File: src/rtl/alu_seq_unit.sv
// Sequential ALU: one op per start, CALC for single-cycle ops, SHIFT for bit-serial shifts.
// Define ALU_SEQ_FAST_SHIFT_EN to route shifts through a barrel shifter in CALC instead.
//
// state | meaning
// IDLE  | waiting for start
// CALC  | operands latched, result registered on next edge
// SHIFT | one bit per edge until the counter reaches zero
// DONE  | done pulse; may accept a new start back-to-back
module alu_seq_unit (
   input  logic        clk,
   input  logic        rst_n,
   input  logic        start,
   input  logic [2:0]  ALUControl,
   input  logic        aluflag,
   input  logic [31:0] a,
   input  logic [31:0] b,
   input  logic        flush,
   output logic [31:0] result,
   output logic        zero,
   output logic        overflow,
   output logic        busy,
   output logic        done
);

   typedef enum logic [1:0] {S_IDLE, S_CALC, S_SHIFT, S_DONE} state_t;
   typedef enum logic [3:0] {
      OP_ADD, OP_SUB, OP_AND, OP_SRL, OP_SRA,
      OP_SLTU, OP_SLT, OP_XOR, OP_SLL, OP_OR
   } op_t;

   state_t      state, state_nxt;
   op_t         op_dec, op_q;
   logic [31:0] a_q, b_q;
   logic        accept;
   logic        dec_shift;
   logic [31:0] alu_res;
   logic        alu_ovf;
   logic [31:0] sum, diff;

   assign accept = start && !flush && (state == S_IDLE || state == S_DONE);

   always_comb begin
      op_dec = OP_ADD;
      case ({ALUControl, aluflag})
         4'b0000, 4'b0001: op_dec = OP_ADD;
         4'b0010, 4'b0011: op_dec = OP_SUB;
         4'b0100, 4'b0101: op_dec = OP_AND;
         4'b0110:          op_dec = OP_SRL;
         4'b0111:          op_dec = OP_SRA;
         4'b1000:          op_dec = OP_AND;
         4'b1001:          op_dec = OP_SLTU;
         4'b1010, 4'b1011: op_dec = OP_SLT;
         4'b1100:          op_dec = OP_XOR;
         4'b1101:          op_dec = OP_SLL;
         4'b1110, 4'b1111: op_dec = OP_OR;
         default:          op_dec = OP_ADD;
      endcase
   end

`ifdef ALU_SEQ_FAST_SHIFT_EN
   assign dec_shift = 1'b0;
`else
   assign dec_shift = (op_dec == OP_SRL) || (op_dec == OP_SRA) || (op_dec == OP_SLL);

   logic [4:0]  cnt;
   logic [31:0] sh_q;
   logic [31:0] sh_step;
   logic        shift_last;

   assign shift_last = (state == S_SHIFT) && (cnt == 5'd0);

   always_comb begin
      sh_step = {1'b0, sh_q[31:1]};
      case (op_q)
         OP_SLL:  sh_step = {sh_q[30:0], 1'b0};
         OP_SRA:  sh_step = {sh_q[31], sh_q[31:1]};
         default: sh_step = {1'b0, sh_q[31:1]};
      endcase
   end

   always_ff @(posedge clk or negedge rst_n) begin
      if (!rst_n) begin
         cnt  <= 5'd0;
         sh_q <= 32'd0;
      end else if (accept && dec_shift) begin
         cnt  <= b[4:0];
         sh_q <= a;
      end else if (flush) begin
         cnt  <= 5'd0;
      end else if (state == S_SHIFT && cnt != 5'd0) begin
         cnt  <= cnt - 5'd1;
         sh_q <= sh_step;
      end
   end
`endif

   always_ff @(posedge clk or negedge rst_n) begin
      if (!rst_n) begin
         state <= S_IDLE;
      end else begin
         state <= state_nxt;
      end
   end

   always_comb begin
      state_nxt = state;
      if (flush) begin
         state_nxt = S_IDLE;
      end else begin
         case (state)
            S_IDLE:  if (start) state_nxt = dec_shift ? S_SHIFT : S_CALC;
            S_CALC:  state_nxt = S_DONE;
            S_SHIFT: begin
`ifdef ALU_SEQ_FAST_SHIFT_EN
               state_nxt = S_IDLE;
`else
               if (cnt == 5'd0) state_nxt = S_DONE;
`endif
            end
            S_DONE:  state_nxt = start ? (dec_shift ? S_SHIFT : S_CALC) : S_IDLE;
            default: state_nxt = S_IDLE;
         endcase
      end
   end

   always_comb begin
      busy = 1'b0;
      done = 1'b0;
      case (state)
         S_CALC, S_SHIFT: busy = 1'b1;
         S_DONE:          done = 1'b1;
         default:         ;
      endcase
   end

   // Operands are captured only at acceptance so later input changes cannot leak in.
   always_ff @(posedge clk or negedge rst_n) begin
      if (!rst_n) begin
         op_q <= OP_ADD;
         a_q  <= 32'd0;
         b_q  <= 32'd0;
      end else if (accept) begin
         op_q <= op_dec;
         a_q  <= a;
         b_q  <= b;
      end
   end

   assign sum  = a_q + b_q;
   assign diff = a_q - b_q;

   always_comb begin
      alu_res = 32'd0;
      alu_ovf = 1'b0;
      case (op_q)
         OP_ADD: begin
            alu_res = sum;
            alu_ovf = (a_q[31] == b_q[31]) && (sum[31] != a_q[31]);
         end
         OP_SUB: begin
            alu_res = diff;
            alu_ovf = (a_q[31] != b_q[31]) && (diff[31] != a_q[31]);
         end
         OP_AND:  alu_res = a_q & b_q;
         OP_OR:   alu_res = a_q | b_q;
         OP_XOR:  alu_res = a_q ^ b_q;
         OP_SLT:  alu_res = {31'd0, $signed(a_q) < $signed(b_q)};
         OP_SLTU: alu_res = {31'd0, a_q < b_q};
`ifdef ALU_SEQ_FAST_SHIFT_EN
         OP_SLL:  alu_res = a_q << b_q[4:0];
         OP_SRL:  alu_res = a_q >> b_q[4:0];
         OP_SRA:  alu_res = $unsigned($signed(a_q) >>> b_q[4:0]);
`endif
         default: alu_res = 32'd0;
      endcase
   end

   // Outputs hold between completions; a flush never updates them.
   always_ff @(posedge clk or negedge rst_n) begin
      if (!rst_n) begin
         result   <= 32'd0;
         zero     <= 1'b1;
         overflow <= 1'b0;
      end else if (!flush) begin
         if (state == S_CALC) begin
            result   <= alu_res;
            zero     <= (alu_res == 32'd0);
            overflow <= alu_ovf;
         end
`ifndef ALU_SEQ_FAST_SHIFT_EN
         else if (shift_last) begin
            result   <= sh_q;
            zero     <= (sh_q == 32'd0);
            overflow <= 1'b0;
         end
`endif
      end
   end

endmodule

File: config.mk
export PLATFORM = sky130hd
export DESIGN_NAME = alu_seq_unit
export DESIGN_NICKNAME = d
export VERILOG_FILES = /design/src/rtl/alu_seq_unit.sv
export SDC_FILE = /design/constraint.sdc
export NUM_CORES = 1
export LEC_CHECK = 0
export BUFFER_PORTS_ARGS = -buffer_cell sky130_fd_sc_hd__buf_2
export CORE_MARGIN = 5
export CORE_UTILIZATION = 45
export CTS_CLUSTER_SIZE = 40
export DETAILED_ROUTE_END_ITERATION = 8
export PLACE_DENSITY = 0.63
export SYNTH_ARGS = -nofsm -noshare
export SYNTH_HDL_FRONTEND = slang
export SYNTH_SLANG_ARGS = --single-unit
File: constraint.sdc
create_clock -name clk -period 4.4 [get_ports clk]
set_input_delay 0.66 -clock clk [delete_from_list [all_inputs] [get_ports clk]]
set_output_delay 0.66 -clock clk [all_outputs]
set_load 0.005 [all_outputs]
[After elaboration in Yosys (flattened, before gate mapping)]
Memory sizes are Yosys's and may differ from the RTL's.
Index checks and enable logic that the tools add are counted.
Operators by class
  eq/ne operators: 22
  reductions and logical operators: 25
  order comparisons: 2
  muxes and demuxes: 23
  add/sub/neg operators: 3
  bitwise gates (word level): 4
Operators with widths (count)
  $pmux W32 S7: 1
  $mux W32: 5
  $logic_not A32 Y1: 2
  $lt A32 B32 Y1: 2
  $pmux W32 S2: 1
  $add A32 B32 Y32: 1
  $and A32 B32 Y32: 1
  $or A32 B32 Y32: 1
  $sub A32 B32 Y32: 1
  $xor A32 B32 Y32: 1
  $eq A4 B3 Y1 const B: 5
  $mux W5: 3
  $eq A4 B4 Y1 const B: 3
  $mux W2: 5
  $eq A4 B2 Y1 const B: 2
  $pmux W2 S4: 1
  $logic_and A1 B1 Y1: 7
  $mux W1: 6
  $reduce_and A2 Y1: 3
  $logic_not A5 Y1: 1
  $reduce_bool A5 Y1: 1
  $sub A5 B1 Y5 const B: 1
  $eq A2 B2 Y1 const B: 2
  $eq A4 B1 Y1 const B: 1
  17 further kinds: 22
Word-level totals
  output and inout bits: 36
  word-level logic and storage cells: 90
  memories: 1
  bits in registers: 141
  memory bits (read-only): 64
  input port bits: 72
Memory list
  (no name shown): words 16, bits a word 4, rd ports 1, clocked after memory_dff 0, write ports 0, line 44  | case ({ALUControl, aluflag})

[Depth between registers and ports, before layout]
Gate-level depths: netlist of the first run.
An unclocked memory read counts as a cell.
  depth after elaboration: 8
  depth in mapped cells: 14
  depth with buffers taken out: 14

[Worst setup path before layout of the first run]
Ideal clock, no wire load.
  path kind: register to register
  start: reg b_q[0]
  end: reg zero
  buffers on the path: 0
  clock period less this slack: 3.326 ns
  cell stages (with the launch flop): 14
  required time: 4.339 ns
  library setup time: 0.061 ns
  slack: 1.074 ns
  arrival: 3.266 ns
  cell sequence: dfrtp_1 ha_1 fa_1 a21o_1 a221oi_2 and4b_1 o31ai_2 a21oi_1 nor3_1 mux2i_1 a2111oi_0 nand4_1 nor4_2 a31o_1
Between the ends
  cells in the longest elaborated chain, start to end: 4
  elaborated cells on any way between the ends: 10
  classes of those cells: add/sub (2); order compare (2); mux (2); bitwise (3); reduce/logical (1)
RTL lines
  start, declared: line 33  | logic [31:0] a_q, b_q;
  start signal, assigned: line 141  | b_q <= 32'd0;
  start signal, assigned: line 145  | b_q <= b;
  $sub A32 B32 Y32 (tied with other cells): line 150  | assign diff = a_q - b_q;
  $pmux W32 S7 *: line 155  | case (op_q)
  $logic_not A32 Y1 *: line 187  | zero <= (alu_res == 32'd0);
  $mux W1 *: line 185  | if (state == S_CALC) begin
  end signal, assigned: line 187
  end signal, assigned: line 193  | zero <= (sh_q == 32'd0);
  end, declared: line 19  | output logic zero,
Mark *: on every way between the ends. The rest lies on a longest branch, timed or not.
A chain may end at the register's enable or synchronous reset.

[Final worst setup path of the first run]
Same ends and word-level chain as after synthesis.

==> impl_metrics.py, run 1 <==
metrics = {
    "floorplan": {
        "dieArea_um2": 30700,
        "die_h_um": 175,
        "fp.dieW_um": 175,
        "initial_core_util_pct": 45.7,
        "io_pins": 108,
        "num_rows": 60,
        "coreArea_um2": 26900,
    },
    "layout": {
        "final_nets": 1864,
        "diodes": 0,
        "area_delta_synth_final_pct": 13.0,
        "utilization_pct": 51.6,
        "final_cells": 2024,
        "nFillCells": 2659,
        "drive_above_1_share_pct": 13.5,
    },
    "yosys": {
        "synth_nets": 1781,
        "syn_avg_cell_area_um2": 7.73,
        "synthCells": 1588,
        "syn_area_um2": 12300,
        "synthXorXnorAreaFrac_pct": 0.928,
        "ys_ff_latch": 141,
        "yosys_warnings": 0,
        "yosysSeqAreaShare_pct": 28.8,
        "synthDistinctLibCells": 89,
        "synthTopCellsByArea": "dfrtp_1 29%, ha_1 12%, o21ai_0 8.0%",
        "synthSimpleGateAreaFrac_pct": 19.8,
        "synth_edf_count": 0,
        "synth_top_family_by_area": "compound AO/OA/AOI/OAI gates",
        "synth_compound_area_share_pct": 27.5,
        "synth-async-reset-ratio_pct": 100,
        "synth_fa_ha_area_share_pct": 12.5,
        "ys_top_cells_by_count": "206 x nand2_1, 197 x o21ai_0, 140 x dfrtp_1",
        "synth_ff_type": "dfrtp_1",
        "synth_top_area_share_pct": 28.6,
        "yosys.area.top_type": "dfrtp_1",
        "synth.area.mux_share_pct": 3.93,
        "synth_most_common_cell": "nand2_1",
    },
    "setup_path": {
        "critPathKind": "reg -> reg",
        "cp_data_arrival_time_ns": 4.44,
        "path_cells": "ha_1, fa_1, a21o_1, a221oi_2, and4b_1, o31ai_2, a21oi_1, nor3_1, mux2i_1, a2111oi_0, buf_4, nand4_1, nor4_2, a31o_1",
        "cp_top_family": "compound AO/OA/AOI/OAI gates",
        "cp_slowest_stage_delay_ns": 0.47,
        "path_buf_inv": 1,
        "cp.required_ns": 4.78,
        "startpoint_type": "flop",
        "end_kind": "flop",
        "critPathSlowestCell": "a2111oi_0",
        "cp_max_fo": 3,
    },
    "power_and_ir_drop": {
        "p_leak_nw": 6.32,
        "peakVddDrop_v": 0.000394,
        "power.density_nw_per_um2": 942,
    },
    "sta": {
        "rsz0062_at_grt": "false",
        "finalSetupViolations": 0,
        "tightest_slew_ns": 0.956,
        "hold_violations": 0,
        "tns_ns": 0,
        "max-slew-margin-rel_pct": 35.4,
        "max_freq_mhz": 247,
        "min_period_over_period_pct": 92.2,
        "fin_skew_ns": 0.0157,
        "min_period_ns": 4.06,
        "final-max-slew-violation-count": 0,
    },
    "clock_tree": {
        "cts_sinks": 141,
        "root_buffer": "clkbuf_16",
        "clk_pin_slew_ns": 0.07,
        "cts_max_path_buffers": 2,
        "numCtsBuffers": 17,
        "htree_num_levels": 4,
        "cts_hold_buf": 0,
        "cts_tree": "done",
        "post_cts_buffers": 0,
        "clkLatencyLatePin_ns": 0.45,
        "cts_resized": 0,
    },
    "placement": {
        "place_congestion": 1.03,
        "dpl.cell_count": 1993,
        "hpwl_um": 33200,
        "io_buffer_count": 107,
    },
    "detailed_routing": {
        "drc": 0,
        "drt_iter0_drc": 1181,
        "via_per_inst": 6.07,
        "routedWlPerCell_um": 21.5,
        "first_pass_iters": 6,
        "ant_nets": 0,
        "via_count": 12300,
        "wl_um": 43500,
    },
    "global_routing": {
        "antenna_found_initial": 0,
        "grt_pass1_vias": 12100,
        "overflow": 0,
        "grt.total_usage_pct": 28.0,
        "grt_max_degree": 86,
        "grt_pass1_wl_um": 68100,
    },
    "outcome": {
        "status": "finished, final reports clean",
    },
    "worst_hold_path": {
        "min_path_type": "in -> async",
    },
    "flow_run": {
        "cap_violations": 0,
    },
}
==> path summary, 6_finish.rpt <==
kind	start	end	slack, ns	cells after the start
hold reg to reg	result[29]	result[29]	0.47	2
setup reg to reg	b_q[0]	zero	0.34	14
setup / recovery	b_q[0]	zero	0.34	14
max in group asynchronous	rst_n	zero	3.25	2
hold / removal	rst_n	b_q[20]	0.29	1
min in group clk	b[15]	b_q[15]	0.42	3
==> cells by family (layout without fill, tap and decap cells) <==
kind of cell             count (synthesis)  count (layout)
adder cells (fa/ha/maj)                121             121
buffers and inverters                  210             305
AO/OA/AOI/OAI                          534             534
multiplexers                            48              48
AND/OR/NAND/NOR                        521             521
XOR/XNOR                                13              13
flip-flops                             141             141
==> report_power, final <==
part           total (mW)  internal [mW]  switching [mW]
Clock                1.37          0.736           0.632
Combinational        9.11           3.34            5.76
Sequential           2.58           1.92           0.662
Total                13.1           6.00            7.06
==> cell usage in the layout (no fill, tap or decap), types with 13 or more instances in the layout <==
cell type,instances
nor2_1,124
ha_1,118
nor3_1,32
buf_4,54
a21oi_1,123
o31ai_1,20
a21o_1,20
nor2b_1,17
mux2i_1,47
o21ai_0,197
buf_2,106
dfrtp_1,140
and3_1,17
inv_1,108
nand2_1,206
nand3_1,27
nor4_1,20
clkbuf_16,17
a211oi_1,26
o21bai_1,16
nand2b_1,13
==> worst register-to-register path, cell delays in order (launching register included) <==
cell	delay, ns
dfrtp_1	0.40
ha_1	0.24
fa_1	0.41
a21o_1	0.21
a221oi_2	0.36
and4b_1	0.28
o31ai_2	0.36
a21oi_1	0.11
nor3_1	0.21
mux2i_1	0.13
a2111oi_0	0.47
buf_4	0.20
nand4_1	0.13
nor4_2	0.31
a31o_1	0.17
==> layer usage <==
| layer | vias up | wire [um] | global-route usage (%) |
|---|---|---|---|
| li1 | 5817 | - | - |
| met1 | 5884 | 18400 | 36.0 |
| met2 | 489 | 20500 | 46.3 |
| met3 | 96 | 2470 | 3.70 |
| met4 | 0 | 2220 | 13.9 |
| met5 | - | 0 | 0 |
==> flip-flops by register name, indices dropped and copies added (netlist names) <==
name	cells
b_q	32
result	32
sh_q	32
state	2
op_q	4
cnt	5
a_q	32
overflow	1
zero	1
==> cell type report <==
cell class	count	area [um2]	area share [%]
clock inverters	12	91.3	0.659
repair buffers	162	967	6.98
well taps	341	427	3.08
flip-flops and latches	141	3530	25.5
multi-input cells	1237	7980	57.6
inverters	112	420	3.03
clock buffers	19	443	3.20
==> per-stage QoR <==
stage	worst slack (ns)	hold slack (ns)	area, um2	total power [mW]
after floorplan	1.07	0.364	12300	8.53
after global placement	0.322	0.449	13300	11.4
after detailed placement	0.322	0.465	13300	11.5
after CTS	0.292	0.320	13900	12.9
after global routing	0.0443	0.375	13900	14.1
final	0.344	0.292	13900	13.1
Note: power is estimated with default switching activity, not from simulation.
==> inputs of run 2 (changes only) <==
--- a/config.mk
+++ b/config.mk
@@ -10,6 +10,7 @@
 export CORE_UTILIZATION = 45
 export CTS_CLUSTER_SIZE = 40
 export DETAILED_ROUTE_END_ITERATION = 8
+export GPL_TIMING_DRIVEN = 0
 export PLACE_DENSITY = 0.63
 export SYNTH_ARGS = -nofsm -noshare
 export SYNTH_HDL_FRONTEND = slang
==> impl_metrics.py, run 2 (synthesized netlist as in run 1, its figures left out) <==
metrics = {
    "detailed_routing": {
        "drt_iter0_drc": 1436,
        "drc": 0,
        "wl_um": 47400,
        "ant_nets": 0,
        "first_pass_iters": 9,
        "via_count": 12900,
        "via_per_inst": 6.22,
        "routedWlPerCell_um": 22.9,
    },
    "sta": {
        "hold_violations": 0,
        "final-max-slew-violation-count": 10,
        "rsz0062_at_grt": "false",
        "max_freq_mhz": 237,
        "finalSetupViolations": 0,
        "min_period_over_period_pct": 95.7,
        "layout_setup_ws_ns": 0.189,
        "worst_hold_slack_ns": 0.155,
        "tightest_slew_ns": 1.61,
        "min_period_ns": 4.21,
        "max-slew-margin-rel_pct": -7.33,
        "fin_skew_ns": 0.0131,
        "tns_ns": 0,
    },
    "clock_tree": {
        "clk_pin_slew_ns": 0.07,
        "numCtsBuffers": 17,
        "htree_num_levels": 4,
        "cts_sinks": 141,
        "cts_max_path_buffers": 2,
        "cts_hold_buf": 0,
        "root_buffer": "clkbuf_16",
        "clkLatencyLatePin_ns": 0.45,
        "cts_tree": "done",
    },
    "floorplan": {
        "fp.dieW_um": 175,
        "io_pins": 108,
        "num_rows": 60,
        "dieArea_um2": 30700,
        "die_h_um": 175,
        "coreArea_um2": 26900,
        "initial_core_util_pct": 45.7,
    },
    "global_routing": {
        "grt_pass1_wl_um": 73300,
        "overflow": 0,
        "grt.total_usage_pct": 30.6,
        "grt_pass1_vias": 12700,
        "antenna_found_initial": 0,
        "grt_max_degree": 95,
    },
    "outcome": {
        "violations": "max-capacitance violations, max-slew violations",
        "status": "complete, but fails checks",
    },
    "power_and_ir_drop": {
        "power.density_nw_per_um2": 957,
        "power.total_mw": 13.4,
        "p_leak_nw": 6.28,
        "peakVddDrop_v": 0.000365,
    },
    "layout": {
        "final_nets": 1913,
        "diodes": 0,
        "layout_commonest_cell": "nand2_1",
        "drive_above_1_share_pct": 11.0,
        "nFillCells": 2722,
        "mostFrequentLayoutCells": "206 x nand2_1, 196 x o21ai_0, 140 x dfrtp_1",
        "final_cells": 2073,
        "area_delta_synth_final_pct": 14.0,
    },
    "setup_path": {
        "cp_max_fo": 10,
        "startpoint_type": "flop",
        "cp_top_family": "compound AO/OA/AOI/OAI gates",
        "end_kind": "flop",
        "critPathSlowestCell": "nor3_1",
        "path_cells": "inv_1, ha_1, buf_2, nor3_1, nand2_1, a211oi_1, o31a_1, o21ai_0, o31ai_1, mux2i_1, nor2_1, or3b_1, nor4_2, a31o_1",
        "cp_slowest_stage_delay_ns": 0.48,
        "cp_data_arrival_time_ns": 4.60,
        "critPathKind": "reg -> reg",
        "cp.required_ns": 4.79,
        "path_buf_inv": 2,
    },
    "flow_run": {
        "cap_violations": 1,
    },
    "placement": {
        "place_congestion": 1.01,
        "dpl.cell_count": 2040,
        "hpwl_um": 36800,
        "dp_slack_ns": -0.0559,
        "io_buffer_count": 107,
    },
    "worst_hold_path": {
        "min_path_type": "in -> async",
    },
}
-- run 2: final timing paths --
kind / from / to / slack (ns) / depth (start not counted)
worst max-delay path: a_q[9] / zero / 0.19 / 14
worst min-delay path: rst_n / a_q[23] / 0.16 / 1
worst max register to register: a_q[9] / zero / 0.19 / 14
worst min register to register: result[29] / result[29] / 0.47 / 2
max in group asynchronous: rst_n / sh_q[6] / 3.37 / 2
min in group clk: b[18] / b_q[18] / 0.41 / 3
-- run 2: through the flow --
stage,instance area (um2),util (%)
6_report,14000,52.1
5_1_grt,14000,52.1
4_1_cts,13900,51.8
3_5_place_dp,13300,49.6
3_3_place_gp,13200,49.2
2_1_floorplan,12300,-
-- run 2: layout make-up --
class / instances / area (um2) / area share (%)
plain buffers: 98 / 393 / 2.81
clock buffers: 18 / 429 / 3.07
clock inverters: 13 / 169 / 1.21
inverters: 112 / 420 / 3.01
multi-input cells: 1237 / 8010 / 57.2
flip-flops and latches: 141 / 3530 / 25.2
well taps: 341 / 427 / 3.05
repair buffers: 113 / 614 / 4.39
-- run 2: metal layers --
layer  GRT usage (%)  vias up  share of wire, %
met2            49.0      615                45
met5               0        -                 0
met3            4.80      112               7.1
met4            14.2        0               5.0
li1                -     5929                 -
met1            40.6     6246                42
-- run 2: report_power, final --
| part | switching [mW] | internal, mW | leakage (nW) |
|---|---|---|---|
| sequential | 0.601 | 1.92 | 1.75 |
| clock | 0.652 | 0.893 | 0.284 |
| combinational | 6.11 | 3.21 | 4.25 |
-- run 2: worst reg2reg max path: cells and delay by family, from the launching register on --
kind | cells | cell delay [ns]
flip-flops | 1 | 0.40
adder cells (fa/ha/maj) | 1 | 0.34
AND/OR/NAND/NOR | 5 | 1.27
multiplexers | 1 | 0.24
buffers and inverters | 2 | 0.28
AO/OA/AOI/OAI | 5 | 1.65
-- run 2: timing repair --
item	CTS	global route
setup buffers	2	0
pin swaps	1	0
gates resized for setup	0	14
setup endpoints to repair	1	2
